===== config.mk =====
export PLATFORM = sky130hd
export DESIGN_NAME = sa_result_collector
export DESIGN_NICKNAME = d
export VERILOG_FILES = /design/src/rtl/sa_pkg.sv /design/src/rtl/sa_row_fifo.sv /design/src/rtl/sa_result_collector.sv
export SDC_FILE = /design/constraint.sdc
export NUM_CORES = 2
export LEC_CHECK = 0
export ABC_AREA = 1
export BUFFER_PORTS_ARGS = -buffer_cell sky130_fd_sc_hd__clkbuf_2
export CORE_UTILIZATION = 40
export CTS_BUF_LIST = sky130_fd_sc_hd__clkbuf_16
export DETAILED_ROUTE_END_ITERATION = 7
export HOLD_SLACK_MARGIN = 0.05
export PLACE_DENSITY_LB_ADDON = 0.2
export SLEW_MARGIN = 20
export SYNTH_ARGS = -nofsm -noshare
export SYNTH_HDL_FRONTEND = slang
export SYNTH_HIERARCHICAL = 1
export SYNTH_SLANG_ARGS = --single-unit
export TNS_END_PERCENT = 50

===== constraint.sdc =====
create_clock -name clk_i -period 19.1 [get_ports clk_i]
set_input_delay 0.955 -clock clk_i [delete_from_list [all_inputs] [get_ports clk_i]]
set_output_delay 0.955 -clock clk_i [all_outputs]
set_load 0.1 [all_outputs]

===== src/rtl/sa_pkg.sv =====
// sa_pkg: shared defaults, column type and pointer-width helper for the result collector
package sa_pkg;
    localparam int COLS_DEF  = 8;
    localparam int MAC_W_DEF = 19;
    typedef logic [MAC_W_DEF-1:0] mac_t;
    function automatic int ptr_w(input int depth);
        return $clog2(depth) + 1;
    endfunction
endpackage


===== src/rtl/sa_row_fifo.sv =====
// sa_row_fifo: first-word-fall-through row FIFO with registered output and synchronous clear
module sa_row_fifo
    import sa_pkg::*;
#(
    parameter int W     = 8,
    parameter int DEPTH = 4
) (
    input  logic         clk_i,
    input  logic         rst_i,
    input  logic         clr_i,
    input  logic         wr_i,
    input  logic [W-1:0] wdata_i,
    input  logic         rdy_i,
    output logic [W-1:0] rdata_o,
    output logic         rvalid_o,
    output logic         full_o
);
    localparam int PW = ptr_w(DEPTH);
    localparam int AW = PW - 1;
    logic [PW-1:0] wp_q, wp_d, rp_q, rp_d;
    logic [W-1:0]  mem_q [DEPTH];
    logic [W-1:0]  mem_d [DEPTH];
    logic [W-1:0]  out_q, out_d;
    logic          v_q, v_d, rd;
    always_comb begin
        rd     = v_q & rdy_i;
        full_o = (wp_q[AW] != rp_q[AW]) && (wp_q[AW-1:0] == rp_q[AW-1:0]);
        mem_d  = mem_q;
        if (wr_i) mem_d[wp_q[AW-1:0]] = wdata_i;
        wp_d   = clr_i ? '0 : wp_q + PW'(wr_i);
        rp_d   = clr_i ? '0 : rp_q + PW'(rd);
        // head is judged against the pre-write pointer, so a fresh row shows one edge later
        v_d    = !clr_i && (rp_d != wp_q);
        out_d  = clr_i ? '0 : v_d ? mem_q[rp_d[AW-1:0]] : out_q;
    end
    always_ff @(posedge clk_i) mem_q <= mem_d;
    always_ff @(posedge clk_i) begin
        if (rst_i) begin
            wp_q  <= '0;
            rp_q  <= '0;
            v_q   <= 1'b0;
            out_q <= '0;
        end else begin
            wp_q  <= wp_d;
            rp_q  <= rp_d;
            v_q   <= v_d;
            out_q <= out_d;
        end
    end
    assign rdata_o  = out_q;
    assign rvalid_o = v_q;
endmodule


===== src/rtl/sa_result_collector.sv =====
// sa_result_collector: deskews systolic-array column results into rows and queues them downstream
module sa_result_collector
    import sa_pkg::*;
#(
    parameter int COLS  = COLS_DEF,
    parameter int MAC_W = MAC_W_DEF,
    parameter int DEPTH = 4,
    parameter int CNT_W = 16
) (
    input  logic                  clk_i,
    input  logic                  rst_i,
    input  logic [COLS*MAC_W-1:0] mac_i,
    input  logic [COLS-1:0]       mac_v_i,
    input  logic                  clr_i,
    output logic [COLS*MAC_W-1:0] row_o,
    output logic                  row_v_o,
    input  logic                  row_rdy_i,
    output logic [CNT_W-1:0]      row_cnt_o,
    output logic [CNT_W-1:0]      drop_cnt_o,
    output logic                  ovf_o,
    output logic                  skew_err_o
);
    logic [COLS*MAC_W-1:0] arow;
    logic [COLS-1:0]       av;
    // column c waits COLS-1-c cycles so that every column lines up with the last one
    for (genvar c = 0; c < COLS; c++) begin : g_col
        localparam int N = COLS - 1 - c;
        if (N == 0) begin : g_pass
            assign arow[c*MAC_W +: MAC_W] = mac_i[c*MAC_W +: MAC_W];
            assign av[c]                  = mac_v_i[c];
        end else begin : g_dly
            logic [N-1:0][MAC_W-1:0] d_q, d_d;
            logic [N:0][MAC_W-1:0]   d_s;
            logic [N-1:0]            v_q, v_d;
            logic [N:0]              v_s;
            assign d_s = {d_q, mac_i[c*MAC_W +: MAC_W]};
            assign v_s = {v_q, mac_v_i[c]};
            always_comb begin
                v_d = v_s[N-1:0];
                for (int k = 0; k < N; k++) d_d[k] = v_s[k] ? d_s[k] : d_q[k];
            end
            always_ff @(posedge clk_i) begin
                if (rst_i) begin
                    d_q <= '0;
                    v_q <= '0;
                end else begin
                    d_q <= d_d;
                    v_q <= v_d;
                end
            end
            assign arow[c*MAC_W +: MAC_W] = d_q[N-1];
            assign av[c]                  = v_q[N-1];
        end
    end
    logic             all_v, rd, wr, drop, full;
    logic [CNT_W-1:0] row_cnt_q, row_cnt_d, drop_cnt_q, drop_cnt_d;
    logic             ovf_q, ovf_d, skew_q, skew_d;
    always_comb begin
        all_v      = &av;
        rd         = row_v_o & row_rdy_i;
        wr         = all_v & (~full | rd) & ~clr_i;
        drop       = all_v & full & ~rd & ~clr_i;
        row_cnt_d  = clr_i ? '0 : row_cnt_q + CNT_W'(wr);
        drop_cnt_d = clr_i ? '0 : (drop && !(&drop_cnt_q)) ? drop_cnt_q + CNT_W'(1) : drop_cnt_q;
        ovf_d      = ~clr_i & (ovf_q | drop);
        skew_d     = ~clr_i & (skew_q | (~all_v & (|av)));
    end
    always_ff @(posedge clk_i) begin
        if (rst_i) begin
            row_cnt_q  <= '0;
            drop_cnt_q <= '0;
            ovf_q      <= 1'b0;
            skew_q     <= 1'b0;
        end else begin
            row_cnt_q  <= row_cnt_d;
            drop_cnt_q <= drop_cnt_d;
            ovf_q      <= ovf_d;
            skew_q     <= skew_d;
        end
    end
    sa_row_fifo #(.W(COLS*MAC_W), .DEPTH(DEPTH)) u_fifo (
        .clk_i   (clk_i),
        .rst_i   (rst_i),
        .clr_i   (clr_i),
        .wr_i    (wr),
        .wdata_i (arow),
        .rdy_i   (row_rdy_i),
        .rdata_o (row_o),
        .rvalid_o(row_v_o),
        .full_o  (full)
    );
    assign row_cnt_o  = row_cnt_q;
    assign drop_cnt_o = drop_cnt_q;
    assign ovf_o      = ovf_q;
    assign skew_err_o = skew_q;
endmodule

== Word level (Yosys, flattened, before mapping) ==
Cells that the tools add are included.
Cells by class
  $add $sub $neg: 4
  order comparisons: 3
  equality and inequality tests: 3
  muxes and demuxes: 7
  bitwise operators: 18
  reduce and logical (&&, ||, !) cells: 10
Operator list (count)
  608-bit bitwise mux: 1
  152-bit 2-to-1 mux: 3
  152-bit binary-select mux with 2-bit select: 1
  152-bit demux with 2-bit select: 1
  16-bit by 1-bit adder with 16-bit output: 1
  16-bit by 1-bit adder with 16-bit output (second input constant): 1
  16-bit AND reduction: 1
  1-bit AND: 9
  8-bit AND reduction: 1
  8-bit OR reduction: 1
  3-bit by 1-bit adder with 3-bit output: 2
  3-bit >= comparator (second input constant): 2
  2-bit NOT with 3-bit output: 2
  1-bit logical AND: 4
  1-bit NOT: 4
  3-bit by 1-bit < comparator with 1-bit output (second input constant): 1
  3-bit 2-to-1 mux: 1
  3-bit != test: 1
  1-bit OR: 3
  2-bit equality test: 1
  1-bit logical NOT: 2
  2-bit OR reduction: 1
  1-bit != test: 1
Word-level totals
  flip-flop bits (word level): 1361
  bits of input ports: 164
  output and inout port bits: 187

== Logic depth before layout (Yosys ltp) ==
  depth in word-level cells: 7
  depth in mapped cells: 15

== Cells and area by module ==
Netlist, hierarchy kept.
Modules (own cells, without submodules)
  sa_row_fifo: times used 1, cells an instance 3110, area each 30957.2 um^2
  sa_result_collector: times used 1, cells an instance 2655, area each 20561.0 um^2

== Worst setup path after synthesis ==
No wires, ideal clock.
  path kind: flip-flop to flip-flop
  start point: reg u_fifo.v_q, in the netlist u_fifo/rvalid_o
  end point: reg u_fifo/mem_q[0] (netlist bit) (enable)
  library setup time: 0.851 ns
  data arrival time: 11.869 ns
  required time: 18.249 ns
  setup slack: 6.380 ns
  cell stages (with the launch flop): 5
  buffers on the path: 0
  cells stage by stage: dfxtp_1 > a21boi_1 > nor3_1 > inv_1 > nor3_1
On the way
  word-level cells in the longest chain between the ends: 4
Ends and longest elaborated chain
  start, declared: line sa_row_fifo.sv:24  | logic v_q, v_d, rd;
  start signal, assigned: line sa_row_fifo.sv:46  | v_q <= v_d;
  1-bit AND: line sa_result_collector.sv:60  | rd = row_v_o & row_rdy_i;
  1-bit OR: line sa_result_collector.sv:61  | wr = all_v & (~full | rd) & ~clr_i;
  1-bit AND (2 in a row): line sa_result_collector.sv:61
  named net wr: line sa_result_collector.sv:55  | logic all_v, rd, wr, drop, full;
  end signal, assigned: line sa_row_fifo.sv:36  | always_ff @(posedge clk_i) mem_q <= mem_d;
  end, declared: line sa_row_fifo.sv:21  | logic [W-1:0] mem_q [DEPTH];
The timed path passes the listed nets, and every way through them passes these cells.
A chain may end at the register's enable or synchronous reset.

== Final worst setup path ==
  start point: in clr_i
  end point: reg u_fifo.out_q[28], in the netlist u_fifo/rdata_o[28]
On the way
  word-level cells in the longest chain between the ends: 5
  elaborated cells between the ends (all ways): 9
  classes of those cells: eq/ne (1); mux (4); bitwise (1); reduce/logical (3)
Ends and longest elaborated chain
  start, declared: line sa_result_collector.sv:14  | input logic clr_i,
  3-bit 2-to-1 mux: line sa_row_fifo.sv:31  | rp_d = clr_i ? '0 : rp_q + PW'(rd);
  2-bit NOT with 3-bit output (implied by the code): line sa_row_fifo.sv:34  | out_d = clr_i ? '0 : v_d ? mem_q[rp_d[AW-1:0]] : out_q;
  152-bit binary-select mux with 2-bit select: line sa_row_fifo.sv:34
  152-bit 2-to-1 mux (implied by the code) (2 in a row): line sa_row_fifo.sv:34
  end signal, assigned: line sa_row_fifo.sv:47  | out_q <= out_d;
  end, declared: line sa_row_fifo.sv:23  | logic [W-1:0] out_q, out_d;
Several ways; a longest one is shown, not always the timed one. The select of a mux whose other input is x is not followed.

==> impl_metrics.tcl <==
set metrics [dict create \
    path_class "in2reg" \
    cts_resized 0 \
    io_pins 351 \
    antenna_found_initial 6 \
    crit_start "clr_i" \
    placed_area_um2 54300 \
    worstReg2RegStart "u_fifo/rvalid_o" \
    power.internal_w 0.00461 \
    cellPowerDensity_nw_per_um2 100 \
    switching_power_w 0.00129 \
    cts_made_buffers 147 \
    drtIter0Drc 2608 \
    first_global_vias 34600 \
    hold_viol_final 0 \
    fin_ws_ns 14.02 \
    yosys.area.top_type_share_pct 35.4 \
    ys_seq_area_share_pct 64.7 \
    regToRegEndpoint "u_fifo/rdata_o[28]" \
    clk_pin_slew_ns 0.06 \
    fp.dieH_um 361 \
    tightest_slew_ns 1.09 \
    finalMaxSlewViolations 0 \
    track_usage_pct 19.2 \
    yosys-top-cells-area "edfxtp_1 35%, dfxtp_1 29%, nor2_1 12%" \
    finalCriticalPeriod_ns 5.08 \
    clk_latency_ns 0.75 \
    filler_cell_count 12300 \
    clockBufferDepth 3 \
    post_cts_buffers 0 \
    fin_area_um2 58800 \
    die_w_um 361 \
    stdcell_count 7737 \
    final_nets 6121 \
    synth_area_leader_cell "edfxtp_1" \
    cts-root-buf "clkbuf_16" \
    critPathArrivalTime_ns 5.71 \
    dp.cells 7462 \
    die_area_um2 130000 \
    cp_common_cell "nand2_1" \
    routed_wl_mm 126 \
    post_synth.cell_area_avg_um2 8.94 \
    place.gp.congestion 0.768 \
    pre_cts_ws_ns 13.32 \
    crit_fanout 96 \
    grt_first_pass_wirelength_mm 200 \
    hold_path_depth 3 \
    ys.flop_type "dfxtp_1" \
    clock-skew-final_ns 0.0196 \
    netlist_instances 5765 \
    dpl.hpwl_mm 72.5 \
    routedWlPerCell_um 16.3 \
    mostFrequentLayoutCells "1593 x nor2_1, 850 x nand2_1, 753 x dfxtp_1, 691 x o21ai_0, 608 x edfxtp_1" \
    endpoint "u_fifo/rdata_o[28]" \
    tns_ns 0 \
    layout_commonest_cell "nor2_1" \
    ant_nets 0 \
    synthToLayoutAreaGrowth_pct 14.1 \
    drive_above_1_share_pct 9.89 \
    p_sw_share_pct 21.9 \
    holdBufCountCts 0 \
    fmax_mhz 197 \
    viasPerCell 4.77 \
    cts_htree_levels 4 \
    tritoncts "done" \
    overflow 0 \
    crit_required_ns 19.73 \
    synthArstFlopShare_pct 0 \
    yosysUniqueCellTypes 32 \
    post-route-period-util_pct 26.6 \
    cts_sinks 1361 \
    ys_warn_count 6 \
    max-slew-margin-rel_pct 27.5 \
    cap_violations 0 \
    core_area_um2 128000 \
    comb_power_share_pct 2.6 \
    synth-edff-count 608 \
    p_leak_nw 25.8 \
    setup_viol 0 \
    synth_nets 5936 \
    hp-class "in2reg" \
    post-route-drc-count 0 \
    critPathMaxStageDelay_ns 0.89 \
    r2r_cells 14 \
    startpoint_type "input port" \
    crit_path_end_kind "flop" \
    rows 131 \
    crit_path_top_delay_cell "buf_4" \
    power_frac_clock_pct 44.3 \
    num_vias 36900 \
    crit_chain "clkbuf_2 -> inv_6 -> buf_4 -> nand3_1 -> nand2_1 -> nand2_1 -> nand2_4 -> buf_4 -> buf_4 -> nand2_1 -> nand2_1 -> nor2_1" \
    rrSetupSlack_ns 14.66 \
    peakVddDrop_uv 73.5 \
    io_buffers 350 \
    outcome "completed" \
    grt_start_max_net_pins 264 \
    ys_seq_elements 1361 \
    initial_core_util_pct 40.3 \
    first_pass_iters 5 \
    post_synth_instance_area_um2 51500 \
    rsz0062_at_grt "false" \
    p_seq_share_pct 53.1 \
]
-- state kept, by name (all words and copies together) (netlist names) --
signal           count
u_fifo/rdata_o     152
u_fifo/rvalid_o      1
g_col.g_dly.v_q     28
arow               114
u_fifo/rp_q          3
row_cnt_o           16
ovf_o                1
u_fifo/wp_q          3
u_fifo/mem_q       608
drop_cnt_o          16
skew_err_o           1
g_col.g_dly.d_q    418
-- worst min path at each step --
stage,end,startpoint
after floorplan,g_col[0].g_dly.d_q[56],g_col[0].g_dly.d_q[37]
after global placement,ovf_o,ovf_o
after detailed placement,ovf_o,ovf_o
after CTS,g_col[5].g_dly.d_q[9],mac_i[104]
after global routing,g_col[3].g_dly.d_q[14],mac_i[71]
final,g_col[2].g_dly.d_q[1],mac_i[39]
-- cells in the mapped netlist (2+ instances only) --
master and number:
nor2_1 1594, nand2_1 853, dfxtp_1 753, o21ai_0 691, edfxtp_1 608, inv_1 516
clkbuf_1 256, a21oi_1 170, nand3_1 167, buf_2 65, buf_1 19, nor3_1 11
a21oi_2 10, nand4_1 8, ha_1 7, xor2_1 7, xnor2_1 6, inv_2 5
nand2_2 3, nor2_2 3, nor2_4 2
-- cell type report --
cell class	count	area [um2]	share of cell area, %
Sequential cell	1361	33300	56.7
Multi-Input combinational cell	3541	14900	25.4
Clock buffer	152	3800	6.47
Tap cell	1662	2080	3.54
Timing Repair Buffer	378	2060	3.50
Inverter	521	1970	3.36
Clock inverter	121	643	1.09
Antenna cell	1	2.50	0.00426
-- layer usage --
metal	track usage, %	vias up	share of wire, %
met3	4.56	178	6.2
met4	5.30	8	2.1
met1	28.0	17100	49
li1	-	18800	-
met2	28.4	733	43
met5	0	-	0.036
-- stage by stage --
stage                     hold slack, ns  total power [W]  utilization, %
after global placement             0.439          0.00335            42.5
after detailed placement           0.444          0.00335            42.5
after global routing               0.383          0.00612            46.0
after CTS                          0.365          0.00597            46.0
final                              0.426          0.00590            46.1
after floorplan                    0.449          0.00328               -
-- worst max-delay path, delay by kind of cell --
| family | cells | cell delay (ns) |
|---|---|---|
| buffers and inverters | 5 | 3.34 |
| and+or+nand+nor | 7 | 1.21 |
-- power groups by stage --
stage / combinational, W / sequential [W] / clock, W
final: 0.000151 / 0.00313 / 0.00261
after global routing: 0.000175 / 0.00314 / 0.00280
after CTS: 0.000153 / 0.00313 / 0.00268
after detailed placement: 0.000151 / 0.00320 / 0
after global placement: 0.000151 / 0.00320 / 0
after floorplan: 0.000104 / 0.00317 / 0
-- cells by family after synthesis --
group / Yosys count / share of synthesized area [%]
buffers and inverters: 863 / 6.47
AOI/OAI and AO/OA: 874 / 8.58
DFF: 1361 / 64.7
and+or+nand+nor: 2647 / 19.9
adders and majority gates: 7 / 0.170
xor gates and xnor gates: 13 / 0.221
Power figures use the tool's default switching activity.
